**src/rtl/regfile_dump_pkg.sv**
```systemverilog
// Shared CPU definitions for the register-file dump engine: widths and the
// dump state enumeration.
package regfile_dump_pkg;

    localparam int DUMP_XLEN   = 32;
    localparam int DUMP_ADDR_W = 5;
    localparam int DUMP_NREGS  = 1 << DUMP_ADDR_W;

    typedef enum logic [1:0] {
        ST_IDLE  = 2'd0,
        ST_RUN   = 2'd1,
        ST_DRAIN = 2'd2
    } dump_state_e;

endpackage

```
**src/rtl/regfile_dump.sv**
```systemverilog
// Streams a wrapping range of register-file entries out over a valid/ready
// port, one beat per cycle when the consumer keeps up.
//
//   state    | meaning
//   ST_IDLE  | waiting for start; outputs quiet
//   ST_RUN   | reading registers and loading output beats
//   ST_DRAIN | final beat loaded, waiting for it to be accepted
module regfile_dump
    import regfile_dump_pkg::*;
#(
    parameter int XLEN   = DUMP_XLEN,
    parameter int ADDR_W = DUMP_ADDR_W
) (
    input  logic              clk,
    input  logic              rst_n,
    input  logic              start,
    input  logic              abort,
    input  logic [ADDR_W-1:0] first_reg,
    input  logic [ADDR_W-1:0] last_reg,
    output logic [ADDR_W-1:0] rf_read_reg,
    input  logic [XLEN-1:0]   rf_read_data,
    output logic              out_valid,
    input  logic              out_ready,
    output logic [ADDR_W-1:0] out_reg,
    output logic [XLEN-1:0]   out_data,
    output logic              out_last,
    output logic              busy,
    output logic              done
);

    dump_state_e       state_q, state_d;
    logic [ADDR_W-1:0] cnt_q, cnt_d;
    logic [ADDR_W-1:0] last_q, last_d;
    logic              out_valid_q, out_valid_d;
    logic [ADDR_W-1:0] out_reg_q, out_reg_d;
    logic [XLEN-1:0]   out_data_q, out_data_d;
    logic              out_last_q, out_last_d;
    logic              done_q, done_d;

    logic xfer;
    logic slot_free;

    assign xfer      = out_valid_q & out_ready;
    assign slot_free = ~out_valid_q | out_ready;

    always_ff @(posedge clk or negedge rst_n) begin
        if (!rst_n) begin
            state_q     <= ST_IDLE;
            cnt_q       <= '0;
            last_q      <= '0;
            out_valid_q <= 1'b0;
            out_reg_q   <= '0;
            out_data_q  <= '0;
            out_last_q  <= 1'b0;
            done_q      <= 1'b0;
        end else begin
            state_q     <= state_d;
            cnt_q       <= cnt_d;
            last_q      <= last_d;
            out_valid_q <= out_valid_d;
            out_reg_q   <= out_reg_d;
            out_data_q  <= out_data_d;
            out_last_q  <= out_last_d;
            done_q      <= done_d;
        end
    end

    always_comb begin
        state_d     = state_q;
        cnt_d       = cnt_q;
        last_d      = last_q;
        out_valid_d = out_valid_q;
        out_reg_d   = out_reg_q;
        out_data_d  = out_data_q;
        out_last_d  = out_last_q;
        done_d      = 1'b0;

        if (abort) begin
            state_d     = ST_IDLE;
            out_valid_d = 1'b0;
        end else begin
            case (state_q)
                ST_IDLE: begin
                    if (start) begin
                        last_d  = last_reg;
                        cnt_d   = first_reg;
                        state_d = ST_RUN;
                    end
                end
                ST_RUN: begin
                    // Load whenever the output slot empties this edge.
                    if (slot_free) begin
                        out_valid_d = 1'b1;
                        out_data_d  = rf_read_data;
                        out_reg_d   = cnt_q;
                        out_last_d  = (cnt_q == last_q);
                        if (cnt_q == last_q) begin
                            state_d = ST_DRAIN;
                        end else begin
                            cnt_d = cnt_q + ADDR_W'(1);
                        end
                    end
                end
                ST_DRAIN: begin
                    if (xfer) begin
                        out_valid_d = 1'b0;
                        done_d      = 1'b1;
                        state_d     = ST_IDLE;
                    end
                end
                default: begin
                    state_d     = ST_IDLE;
                    out_valid_d = 1'b0;
                end
            endcase
        end
    end

    assign rf_read_reg = (state_q == ST_RUN) ? cnt_q : '0;
    assign busy        = (state_q != ST_IDLE);
    assign out_valid   = out_valid_q;
    assign out_reg     = out_reg_q;
    assign out_data    = out_data_q;
    assign out_last    = out_last_q;
    assign done        = done_q;

endmodule

```
**config.mk**
```make
export PLATFORM = sky130hd
export DESIGN_NAME = regfile_dump
export DESIGN_NICKNAME = d
export VERILOG_FILES = /design/src/rtl/regfile_dump_pkg.sv /design/src/rtl/regfile_dump.sv
export SDC_FILE = /design/constraint.sdc
export NUM_CORES = 1
export LEC_CHECK = 0
export ABC_CLOCK_PERIOD_IN_PS = 1500
export CORE_MARGIN = 2
export CORE_UTILIZATION = 38
export DETAILED_ROUTE_END_ITERATION = 10
export GPL_TIMING_DRIVEN = 1
export HOLD_SLACK_MARGIN = 0.02
export PLACE_DENSITY = 0.82
export SKIP_CTS_REPAIR_TIMING = 1
export SYNTH_ARGS = -nofsm -noshare
export SYNTH_HDL_FRONTEND = slang
export SYNTH_SLANG_ARGS = --single-unit
```
**constraint.sdc**
```tcl
create_clock -name clk -period 1.5 [get_ports clk]
set_input_delay 0.15 -clock clk [delete_from_list [all_inputs] [get_ports clk]]
set_output_delay 0.15 -clock clk [all_outputs]
set_load 0.02 [all_outputs]
```
==> impl_results.md <==
* Final Setup Violations at between 40 and 50
* Switching share of total power at between 30% and 40%
* Ys Warns at 0
* Max-slew violation count at 0
* Dominant synthesized flop cell: dfrtp_1
* Crit start category: flop
* Layout cells sized above 1 at approximately 34%
* Nets at between 300 and 400
* Die Y at between 80 and 90 um
* Design Area, Final at approximately 3600 um^2
* Slew headroom at between 50% and 60%
* Tightest Pin Transition at between 0.6 and 0.7 ns
* # DRC at 0
* DIE AREA at 6430 um^2
* Status: complete, but fails checks
* Vias in the first global route at ~1,800
* LEAKAGE at 0.00155 uW
* Maximum VDD drop at ~0.70 mV
* Net Switching at approximately 1800 uW
* Tmin final at 1.60 ns
* Post-synthesis sequential area ratio at approximately three fifths
* Critical path class: flop to flop
* ANT cells at 0
* CP Capture Point: state_q[1]$_DFFE_PN0P_
* PD cells at 1440 nW/um^2
* CTS tree: yes
* Clock root cell: clkbuf_8
* Cell Rows at 27
* Total global routing overflow at 0
* CP Data Required Time at approximately 1.7 ns
* Worst reg2reg setup slack at -0.10 ns
* Initial antenna violation count at 0
* Final Cycle Share at 107%
* Setup TNS at -1.62 ns
* Post-Place Cells at ~350
* Post-synth cell types at 34
* Clock Skew at 0.00245 ns
* Gate power share at between 40% and 50%
* Initial Util at 39.8%
* FMAX at around 0.62 GHz
* Failing checks: setup timing
* Commonest non-fill, non-tap cells in the layout: clkdlybuf4s50_1, dfrtp_1, mux2_2
* DR WL/cell at 15.0 um
* Area Overhead vs Synth at 64.5%
* CORE AREA at ~5500 um^2
* First-pass GRT wire length at roughly 8.1 mm
* Finished Layout Cells at about 360
* Post-Syn Instances at 165
* Fin. Hold Viols at 0
* IO buf count at 92
* Routed Antenna Nets at 0
* Largest net degree at the start of global routing at 28
* Final WS setup at -0.101 ns
* Post-layout total power at 5240 uW
* Placed inst area at roughly 3400 um^2
* Worst-path cell chain: xor2_1 -> nor4_4 -> nand2_2 -> or3_1 -> a21oi_1
* Clk Latency, worst-skew pair at 0.29 ns
* Vias after detailed routing at between 1,500 and 2,000
* Crit path from: last_q[4]$_DFFE_PN0P_
* H-Tree Depth at 2
* Max-cap check violation count at 0
* Tightest Hold Check Type: primary input to asynchronous set/reset pin
* I/O pins at 93
* Number of flip-flops in the largest register at 32
* RSZ-0062 raised after global routing: true
* Syn Nets at 213
* Slowest cell on crit path: dfrtp_1
* Asr flop ratio synth at 100%
* Number of synthesized flops with an enable pin at 0
* Routed wire length at between 5 and 6 mm
* Internal power at 3480 uW
* Most common cell after layout, fill and taps aside: clkdlybuf4s50_1
* Post-DP HPWL at about 3.9 mm
* R2R cell count at 5
* Number of synthesized register bits at 52
* GRT Total Usage at between 10% and 20%
* FF-to-FF End: state_q[1]$_DFFE_PN0P_
* Clock sink total at 52
* Maximum root-to-sink buffer count at 2
* CP max stage delay at ~0.40 ns
* Violation count after the first detailed-routing iteration at 70
* DR pass1 iterations at 4
* Mapped cell area at 2210 um^2
* Drt via density at ~4.8
* CP max FO at 5
* Num CTS Buffers at 5
* Post-synthesis area per instance at 13.4 um^2
* GP Congestion at 0.879
* Clock power share at between 10% and 20%
* DP Worst Slack at -0.199 ns
* Seq pwr share at between 30% and 40%
* Arr. time, crit path at about 1.8 ns
* Clock-pin slew on the worst setup and hold paths at about 0.09 ns
* Die span in x at roughly 80 um
* CP Capture Type: flop
* Worst r2r src: last_q[4]$_DFFE_PN0P_
-- final cells by class --
class | count | area [um^2]
sequential | 52 | 1300
clock buffer | 7 | 86.3
multi-input combinational | 105 | 913
clock inverter | 1 | 7.51
inverter | 2 | 7.51
timing repair buffer | 124 | 1220
tap | 72 | 90.1
fill | 432 | 1910
-- cells in the mapped netlist (2+ instances only) --
cell,count,area [um^2]
buf_2,4,20.0
nor3_1,2,10.0
a2bb2oi_1,2,17.5
and2_1,2,12.5
nor2b_1,2,12.5
dfrtp_1,52,1300
inv_1,2,7.51
o22a_1,2,17.5
o21ai_0,5,25.0
a31oi_1,2,12.5
xor2_1,4,35.0
nand3b_1,2,15.0
nand3_1,3,15.0
mux2_2,41,462
a21oi_1,7,35.0
nand2_1,4,15.0
nor2_1,12,45.0
-- per-stage QoR --
| stage | util [%] | hold WS [ns] |
|---|---|---|
| floorplan | - | -0.146 |
| global placement | 61.7 | 0.186 |
| detailed placement | 61.7 | 0.197 |
| CTS | 63.4 | -0.130 |
| global route | 65.5 | 0.443 |
| finish | 65.5 | 0.384 |
-- how the worst min path moves through the flow --
| stage | start | end | slack [ns] | cells after the start |
|---|---|---|---|---|
| 5_1_grt | rst_n | out_data[27]$_DFFE_PN0P_ | 0.44 | 2 |
| 6_report | rst_n | out_data[27]$_DFFE_PN0P_ | 0.38 | 2 |
| 3_3_place_gp | rst_n | out_data[27]$_DFFE_PN0P_ | 0.19 | 1 |
| 4_1_cts | rst_n | out_data[27]$_DFFE_PN0P_ | -0.13 | 1 |
| 3_5_place_dp | rst_n | out_data[27]$_DFFE_PN0P_ | 0.20 | 1 |
| 2_1_floorplan | rst_n | cnt_q[0]$_DFFE_PN0P_ | -0.15 | 0 |
-- metal layers --
layer,part of all wire [%],track usage (%),vias up
met2,49,27.9,68
met4,0.85,4.24,0
met1,43,18.9,835
li1,-,-,837
met5,0,0,-
met3,7.5,5.39,6
-- logic make-up (layout without fill, tap and decap cells) --
kind of cell               Yosys count  count (layout)  synth area share [%]
buffers and inverters                8             134                  1.93
DFF                                 52              52                  59.0
xor gates and xnor gates             5               5                  1.99
AOI/OAI and AO/OA                   22              22                  6.41
muxes                               41              41                  20.9
adders and majority gates            1               1                 0.567
and+or+nand+nor                     36              36                  9.19
-- power groups by stage --
stage                     Sequential [uW]  Combinational, uW  Clock [uW]
after floorplan                      2480                727           0
after global placement               2060               2270           0
final                                2050               2360         827
after CTS                            2050               2320         848
after detailed placement             2080               2310           0
after global routing                 2110               2530         907
-- worst max-delay path, delay by kind of cell, from the launching register on --
kind | cells | cell delay, ns
AO/OA/AOI/OAI | 1 | 0.13
XOR/XNOR | 1 | 0.20
flip-flops | 1 | 0.40
AND/OR/NAND/NOR | 3 | 0.80
(Power assumes the default switching activity.)
